===== config.mk =====
export PLATFORM = sky130hd
export DESIGN_NAME = piso_tx_flat
export DESIGN_NICKNAME = d
export VERILOG_FILES = /design/src/rtl/piso_tx_pkg.sv /design/src/rtl/piso_tx_if.sv /design/src/rtl/piso_tx_shreg.sv /design/src/rtl/piso_tx.sv /design/src/flat_wrapper.sv
export SDC_FILE = /design/constraint.sdc
export NUM_CORES = 1
export LEC_CHECK = 0
export CAP_MARGIN = 0
export CORE_MARGIN = 3
export CORE_UTILIZATION = 30
export CTS_BUF_LIST = sky130_fd_sc_hd__clkbuf_16
export DETAILED_ROUTE_END_ITERATION = 10
export HOLD_SLACK_MARGIN = 0.12
export MAX_ROUTING_LAYER = met4
export SETUP_SLACK_MARGIN = 0.02
export SLEW_MARGIN = 20
export SYNTH_ARGS = -nofsm -noshare
export SYNTH_HDL_FRONTEND = slang
export SYNTH_SLANG_ARGS = --single-unit
export TNS_END_PERCENT = 100

===== constraint.sdc =====
create_clock -name clk -period 2 [get_ports clk]
set_clock_uncertainty 0.05 [all_clocks]
set_input_delay 0.3 -clock clk [delete_from_list [all_inputs] [get_ports clk]]
set_output_delay 0.3 -clock clk [all_outputs]
set_load 0.05 [all_outputs]

===== src/rtl/piso_tx_pkg.sv =====
// -----------------------------------------------------------------------------
// piso_tx_pkg
// Shared definitions for the piso_tx parallel-in / serial-out transmitter:
// the default word width, the load-enable polarity and the FSM state type.
// Configuration macro: PARITY_EN adds the PARITY state to the state type.
// -----------------------------------------------------------------------------
package piso_tx_pkg;

    // Default data word width (must be >= 2).
    localparam int DEF_WIDTH = 8;

    // Polarity of the load request.
    localparam logic ENABLE  = 1'b1;
    localparam logic DISABLE = 1'b0;

    // Transmitter states. PARITY exists only when the parity bit is built in.
    typedef enum logic [1:0] {
        S_IDLE   = 2'd0,
        S_SHIFT  = 2'd1
`ifdef PARITY_EN
        ,
        S_PARITY = 2'd2
`endif
    } state_e;

endpackage


===== src/rtl/piso_tx_if.sv =====
// -----------------------------------------------------------------------------
// piso_tx_if
// Bundles the load handshake and the serial link outputs of piso_tx.
//   d          parallel word to transmit (master -> slave)
//   load       load request, active at ENABLE (master -> slave)
//   ready      a load will be accepted (slave -> master)
//   sout       serial data bit (slave -> master)
//   sout_valid a frame bit is on sout (slave -> master)
//   busy       a frame is in progress (slave -> master)
//   done       one-cycle pulse after the last frame bit (slave -> master)
// Configuration macro: PARITY_EN (no effect on this interface).
// -----------------------------------------------------------------------------
interface piso_tx_if import piso_tx_pkg::*; #(
    parameter int WIDTH = DEF_WIDTH
);
    logic [WIDTH-1:0] d;
    logic             load;
    logic             ready;
    logic             sout;
    logic             sout_valid;
    logic             busy;
    logic             done;

    // Word source side: drives the word and the load request.
    modport master (
        output d,
        output load,
        input  ready,
        input  sout,
        input  sout_valid,
        input  busy,
        input  done
    );

    // Transmitter side.
    modport slave (
        input  d,
        input  load,
        output ready,
        output sout,
        output sout_valid,
        output busy,
        output done
    );
endinterface


===== src/rtl/piso_tx_shreg.sv =====
// -----------------------------------------------------------------------------
// piso_tx_shreg
// WIDTH-bit loadable right-shift register (zero fill) with asynchronous
// active-low clear. Load has priority over shift. Only the LSB leaves the
// block because the transmitter serializes LSB-first.
// Ports:
//   clk     rising-edge clock
//   rst_n   asynchronous active-low clear
//   i_load  capture i_d
//   i_shift shift right by one, zero into the MSB
//   i_d     parallel word
//   o_lsb   current bit 0
// Configuration macro: PARITY_EN (no effect on this block).
// -----------------------------------------------------------------------------
module piso_tx_shreg import piso_tx_pkg::*; #(
    parameter int WIDTH = DEF_WIDTH
) (
    input  logic             clk,
    input  logic             rst_n,
    input  logic             i_load,
    input  logic             i_shift,
    input  logic [WIDTH-1:0] i_d,
    output logic             o_lsb
);

    logic [WIDTH-1:0] r_q;

    // Shift register: clear, load, or shift right with zero fill.
    always_ff @(posedge clk or negedge rst_n) begin
        if (!rst_n) begin
            r_q <= {WIDTH{1'b0}};
        end else if (i_load) begin
            r_q <= i_d;
        end else if (i_shift) begin
            r_q <= {1'b0, r_q[WIDTH-1:1]};
        end else begin
            r_q <= r_q;
        end
    end

    assign o_lsb = r_q[0];

endmodule


===== src/rtl/piso_tx.sv =====
// -----------------------------------------------------------------------------
// piso_tx
// Parallel-in, serial-out transmitter. A WIDTH-bit word is captured on an
// accepted load and sent LSB-first, one bit per clock, with sout_valid high
// for every frame bit. done pulses for one cycle in the first idle cycle after
// a frame, and a new load may be accepted in that same cycle.
// Ports:
//   clk    rising-edge clock
//   rst_n  asynchronous active-low reset (also aborts a frame in flight)
//   bus    piso_tx_if.slave: d, load in; ready, sout, sout_valid, busy, done out
// Configuration macro: PARITY_EN -- when defined an even-parity bit (XOR of
// the captured word) follows the MSB and the frame is WIDTH+1 cycles long.
// All outputs are decoded from registered state only.
// -----------------------------------------------------------------------------
module piso_tx import piso_tx_pkg::*; #(
    parameter int WIDTH = DEF_WIDTH
) (
    input  logic      clk,
    input  logic      rst_n,
    piso_tx_if.slave  bus
);

    localparam int            CW       = $clog2(WIDTH);
    localparam logic [CW-1:0] LAST_CNT = CW'(WIDTH - 1);
    localparam logic [CW-1:0] CNT_ONE  = CW'(1);

    state_e        r_state;
    state_e        w_state_nxt;
    logic [CW-1:0] r_cnt;
    logic          r_done;
    logic          w_done_nxt;
    logic          w_load_en;
    logic          w_shift_en;
    logic          w_cnt_inc;
    logic          w_lsb;

`ifdef PARITY_EN
    logic          r_parity;

    // Even parity of a word: 1 when the word holds an odd number of ones.
    function automatic logic even_parity(input logic [WIDTH-1:0] v);
        return ^v;
    endfunction
`endif

    piso_tx_shreg #(
        .WIDTH (WIDTH)
    ) u_shreg (
        .clk     (clk),
        .rst_n   (rst_n),
        .i_load  (w_load_en),
        .i_shift (w_shift_en),
        .i_d     (bus.d),
        .o_lsb   (w_lsb)
    );

    // State register.
    always_ff @(posedge clk or negedge rst_n) begin
        if (!rst_n) begin
            r_state <= S_IDLE;
        end else begin
            r_state <= w_state_nxt;
        end
    end

    // Next-state logic and datapath controls.
    always_comb begin
        w_state_nxt = r_state;
        w_load_en   = 1'b0;
        w_shift_en  = 1'b0;
        w_cnt_inc   = 1'b0;
        w_done_nxt  = 1'b0;
        case (r_state)
            S_IDLE: begin
                // Loads are only seen here, so a load during a frame is dropped.
                if (bus.load == ENABLE) begin
                    w_load_en   = 1'b1;
                    w_state_nxt = S_SHIFT;
                end else begin
                    w_state_nxt = S_IDLE;
                end
            end
            S_SHIFT: begin
                w_shift_en = 1'b1;
                if (r_cnt == LAST_CNT) begin
                    // Counter holds at its last value, so it never wraps.
`ifdef PARITY_EN
                    w_state_nxt = S_PARITY;
`else
                    w_state_nxt = S_IDLE;
                    w_done_nxt  = 1'b1;
`endif
                end else begin
                    w_cnt_inc   = 1'b1;
                    w_state_nxt = S_SHIFT;
                end
            end
`ifdef PARITY_EN
            S_PARITY: begin
                w_state_nxt = S_IDLE;
                w_done_nxt  = 1'b1;
            end
`endif
            default: begin
                w_state_nxt = S_IDLE;
            end
        endcase
    end

    // Bit counter: cleared on an accepted load, advanced once per data bit.
    always_ff @(posedge clk or negedge rst_n) begin
        if (!rst_n) begin
            r_cnt <= {CW{1'b0}};
        end else if (w_load_en) begin
            r_cnt <= {CW{1'b0}};
        end else if (w_cnt_inc) begin
            r_cnt <= r_cnt + CNT_ONE;
        end else begin
            r_cnt <= r_cnt;
        end
    end

`ifdef PARITY_EN
    // Parity is computed from d at the accepting edge so later d changes
    // cannot affect the frame.
    always_ff @(posedge clk or negedge rst_n) begin
        if (!rst_n) begin
            r_parity <= 1'b0;
        end else if (w_load_en) begin
            r_parity <= even_parity(bus.d);
        end else begin
            r_parity <= r_parity;
        end
    end
`endif

    // done pulse: high only in the cycle after the return to IDLE edge.
    always_ff @(posedge clk or negedge rst_n) begin
        if (!rst_n) begin
            r_done <= 1'b0;
        end else begin
            r_done <= w_done_nxt;
        end
    end

    // Output decode from registered state; sout is held at 0 outside a frame.
    always_comb begin
        bus.ready      = 1'b0;
        bus.busy       = 1'b0;
        bus.sout_valid = 1'b0;
        bus.sout       = 1'b0;
        case (r_state)
            S_IDLE: begin
                bus.ready = 1'b1;
            end
            S_SHIFT: begin
                bus.busy       = 1'b1;
                bus.sout_valid = 1'b1;
                bus.sout       = w_lsb;
            end
`ifdef PARITY_EN
            S_PARITY: begin
                bus.busy       = 1'b1;
                bus.sout_valid = 1'b1;
                bus.sout       = r_parity;
            end
`endif
            default: begin
                bus.ready = 1'b1;
            end
        endcase
    end

    assign bus.done = r_done;

endmodule

===== src/flat_wrapper.sv =====
// flat-port wrapper written by rule: the top's interface ports become plain ports
module piso_tx_flat import piso_tx_pkg::*;
#(
    parameter int WIDTH = DEF_WIDTH
)
  (clk, rst_n, bus_d, bus_load, bus_ready, bus_sout, bus_sout_valid, bus_busy, bus_done);
  piso_tx_if #(.WIDTH(WIDTH)) bus_i ();
  input  logic clk;
  input  logic rst_n;
  input wire logic [$bits(bus_i.d)-1:0] bus_d;
  input wire logic [$bits(bus_i.load)-1:0] bus_load;
  output wire logic [$bits(bus_i.ready)-1:0] bus_ready;
  output wire logic [$bits(bus_i.sout)-1:0] bus_sout;
  output wire logic [$bits(bus_i.sout_valid)-1:0] bus_sout_valid;
  output wire logic [$bits(bus_i.busy)-1:0] bus_busy;
  output wire logic [$bits(bus_i.done)-1:0] bus_done;
  assign bus_i.d = bus_d;
  assign bus_i.load = bus_load;
  assign bus_ready = bus_i.ready;
  assign bus_sout = bus_i.sout;
  assign bus_sout_valid = bus_i.sout_valid;
  assign bus_busy = bus_i.busy;
  assign bus_done = bus_i.done;
  piso_tx #(.WIDTH(WIDTH)) u_core (.clk(clk), .rst_n(rst_n), .bus(bus_i));
endmodule

==> impl_metrics.tcl <==
set metrics [dict create \
    r2r_cells 4 \
    path_delay_family "buffers and inverters" \
    dieArea_um2 2613 \
    antenna_found_initial 0 \
    cap_violations 0 \
    path_clk_slew_ns 0.04 \
    hold_viol_final 0 \
    num-nets-final 83 \
    cts_num_sinks 13 \
    grt_usage 0.09581 \
    overflow 0 \
    cts-resized-gates 0 \
    area_growth_pct 44.88 \
    cpMaxStageDelayCell "clkdlybuf4s50_1" \
    switching_share 0.3591 \
    setup_viol 0 \
    io_pins 16 \
    worst_slew_pin_slew_ns 0.5645 \
    via_per_inst 4.511 \
    p_int_w 0.0009436 \
    die_h_um 51.12 \
    drt-wirelength-per-cell_um 11.16 \
    whs_ns 0.3813 \
    synth_area_per_cell_um2 11.52 \
    worstPathRequired_ns 1.65 \
    syn_area_um2 610.6 \
    worstReg2RegStart "u_core.r_cnt[0]" \
    yosysSeqAreaShare 0.5328 \
    fmax_ghz 0.5918 \
    arrival_ns 1.34 \
    grt_max_degree 14 \
    root_buffer "clkbuf_16" \
    power.density_nw_per_um2 1665 \
    fin_tns_setup_ns 0 \
    worst-path-buf-inv 1 \
    slew_violations 0 \
    clk_latency_ns 0.24 \
    layout-drive-gt1-share 0.1449 \
    leakagePower_nw 0.4047 \
    p_total_w 0.001472 \
    ys_ff_latch 13 \
    critPathLaunchType "flip-flop" \
    drc 0 \
    cts.hold.buffers_added 0 \
    ir_worst_vdd_uv 1078 \
    p_sw_w 0.0005288 \
    first_pass_iters 3 \
    relSlewSlack 0.6225 \
    critical-path-max-stage-delay_ns 0.79 \
    path_cells "clkdlybuf4s50_1" \
    hold_class "input port to asynchronous set/reset pin" \
    pwr-share-clk 0.245 \
    r2r-end "u_core.r_cnt[0]" \
    globalplace.congestion 0.6797 \
    drtIter0Drc 5 \
    numCtsBuffers 3 \
    grt_pass1_wl_um 1794 \
    p_comb_frac 0.435 \
    start_util 0.3354 \
    end_kind "output pin" \
    row_count 15 \
    synth-warning-count 0 \
    h-tree-depth 1 \
    num_vias 424 \
    numPortBuffers 15 \
    cts_setup_buffers 0 \
    synthCells 53 \
    synth_nets 66 \
    path_max_fanout 1 \
    fp.coreArea_um2 1821 \
    post_layout_nonfiller_instances 94 \
    cts_tree "done" \
    crit_type "flip-flop to output pin" \
    dp_hpwl_um 795.4 \
    grt_pass1_vias 420 \
    die_w_um 51.12 \
    utilization 0.4859 \
    grt_setup_unrepaired "false" \
    placedCellCount 90 \
    period_minus_slack_ns 1.690 \
    fin_crit_sh 0.8449 \
    fillers 176 \
    outcome "completed" \
    cts_buffer_depth 2 \
    reg2reg_setup_slack_ns 0.67 \
    wirelength_um 1049 \
    ant_nets 0 \
    synth_cell_types 14 \
    pwr-share-seq 0.320 \
    insertedDiodeCount 0 \
]
==> power groups by stage <==
| stage | clock, W | combinational [W] | sequential, W |
|---|---|---|---|
| after floorplan | 0 | 0.000405 | 0.000482 |
| after global placement | 0 | 0.000637 | 0.000471 |
| after detailed placement | 0 | 0.000651 | 0.000476 |
| after CTS | 0.000372 | 0.000653 | 0.000474 |
| after global routing | 0.000385 | 0.000700 | 0.000487 |
| final | 0.000361 | 0.000641 | 0.000471 |
==> flip-flops by register name, summed over array words and instances, names as in the netlist <==
name and count:
u_core.u_shreg.r_q 8, u_core.r_cnt 3, u_core.bus.done 1, u_core.r_state 1
==> worst max path at each step <==
stage	startpoint	endpoint	cells after the start
floorplan	u_core.r_state[0]	bus_sout	3
global placement	bus_load	u_core.r_cnt[0]	3
detailed placement	bus_load	u_core.r_cnt[0]	3
CTS	u_core.bus.done	bus_done	1
global route	u_core.r_state[0]	bus_sout	2
finish	u_core.bus.done	bus_done	1
==> logic make-up after synthesis <==
kind of cell / synth area share
flops: 0.5328
simple gates: 0.08608
compound gates: 0.1004
mux: 0.1639
buf+inv: 0.06147
fa+ha+maj: 0.04098
xor+xnor: 0.01435
==> synth_stat cells <==
library cell	instances	area share
mux2i_1	10	0.16
nand2_1	7	0.043
buf_4	3	0.037
nor2_1	2	0.012
nor2_2	1	0.010
a22o_1	1	0.014
buf_6	1	0.018
inv_2	1	0.0061
and2_1	2	0.020
o21ai_1	7	0.057
dfrtp_1	13	0.53
ha_1	2	0.041
o2bb2ai_1	2	0.029
xnor2_1	1	0.014
==> cell type report <==
cell class | count | area [um^2] | share of cell area
Sequential cell | 13 | 325.3 | 0.3678
Multi-Input combinational cell | 35 | 247.7 | 0.2801
Timing Repair Buffer | 16 | 197.7 | 0.2235
Clock buffer | 3 | 75.07 | 0.08487
Tap cell | 25 | 31.28 | 0.03536
Clock inverter | 1 | 3.754 | 0.004243
Inverter | 1 | 3.754 | 0.004243
==> metrics by stage <==
stage                     cell area [um^2]  worst slack (ns)
after floorplan                      610.6            0.1997
after global placement               805.8            0.3732
after detailed placement             805.8            0.3491
after CTS                            884.6            0.3020
after global routing                 884.6            0.2758
final                                884.6            0.3102
==> per-layer routing <==
metal	wire (um)	up-vias	GRT usage
li1	-	216	-
met5	0	-	-
met3	93	2	0.05248
met2	484	14	0.1373
met1	458	192	0.1103
met4	12	0	0.04036
==> cell usage in the layout (no fill, tap or decap) <==
master           synthesis  final
dfrtp_1                 13     13
clkdlybuf4s50_1          0     11
mux2i_1                 10     10
nand2_1                  7      7
o21ai_1                  7      7
buf_12                   0      4
clkbuf_16                0      3
and2_1                   2      2
nor2_1                   2      2
o2bb2ai_1                2      2
ha_1                     2      2
inv_2                    1      1
nor2_2                   1      1
xnor2_1                  1      1
a22o_1                   1      1
inv_1                    0      1
buf_4                    3      1
No activity file was read; power rests on OpenSTA's default activity.
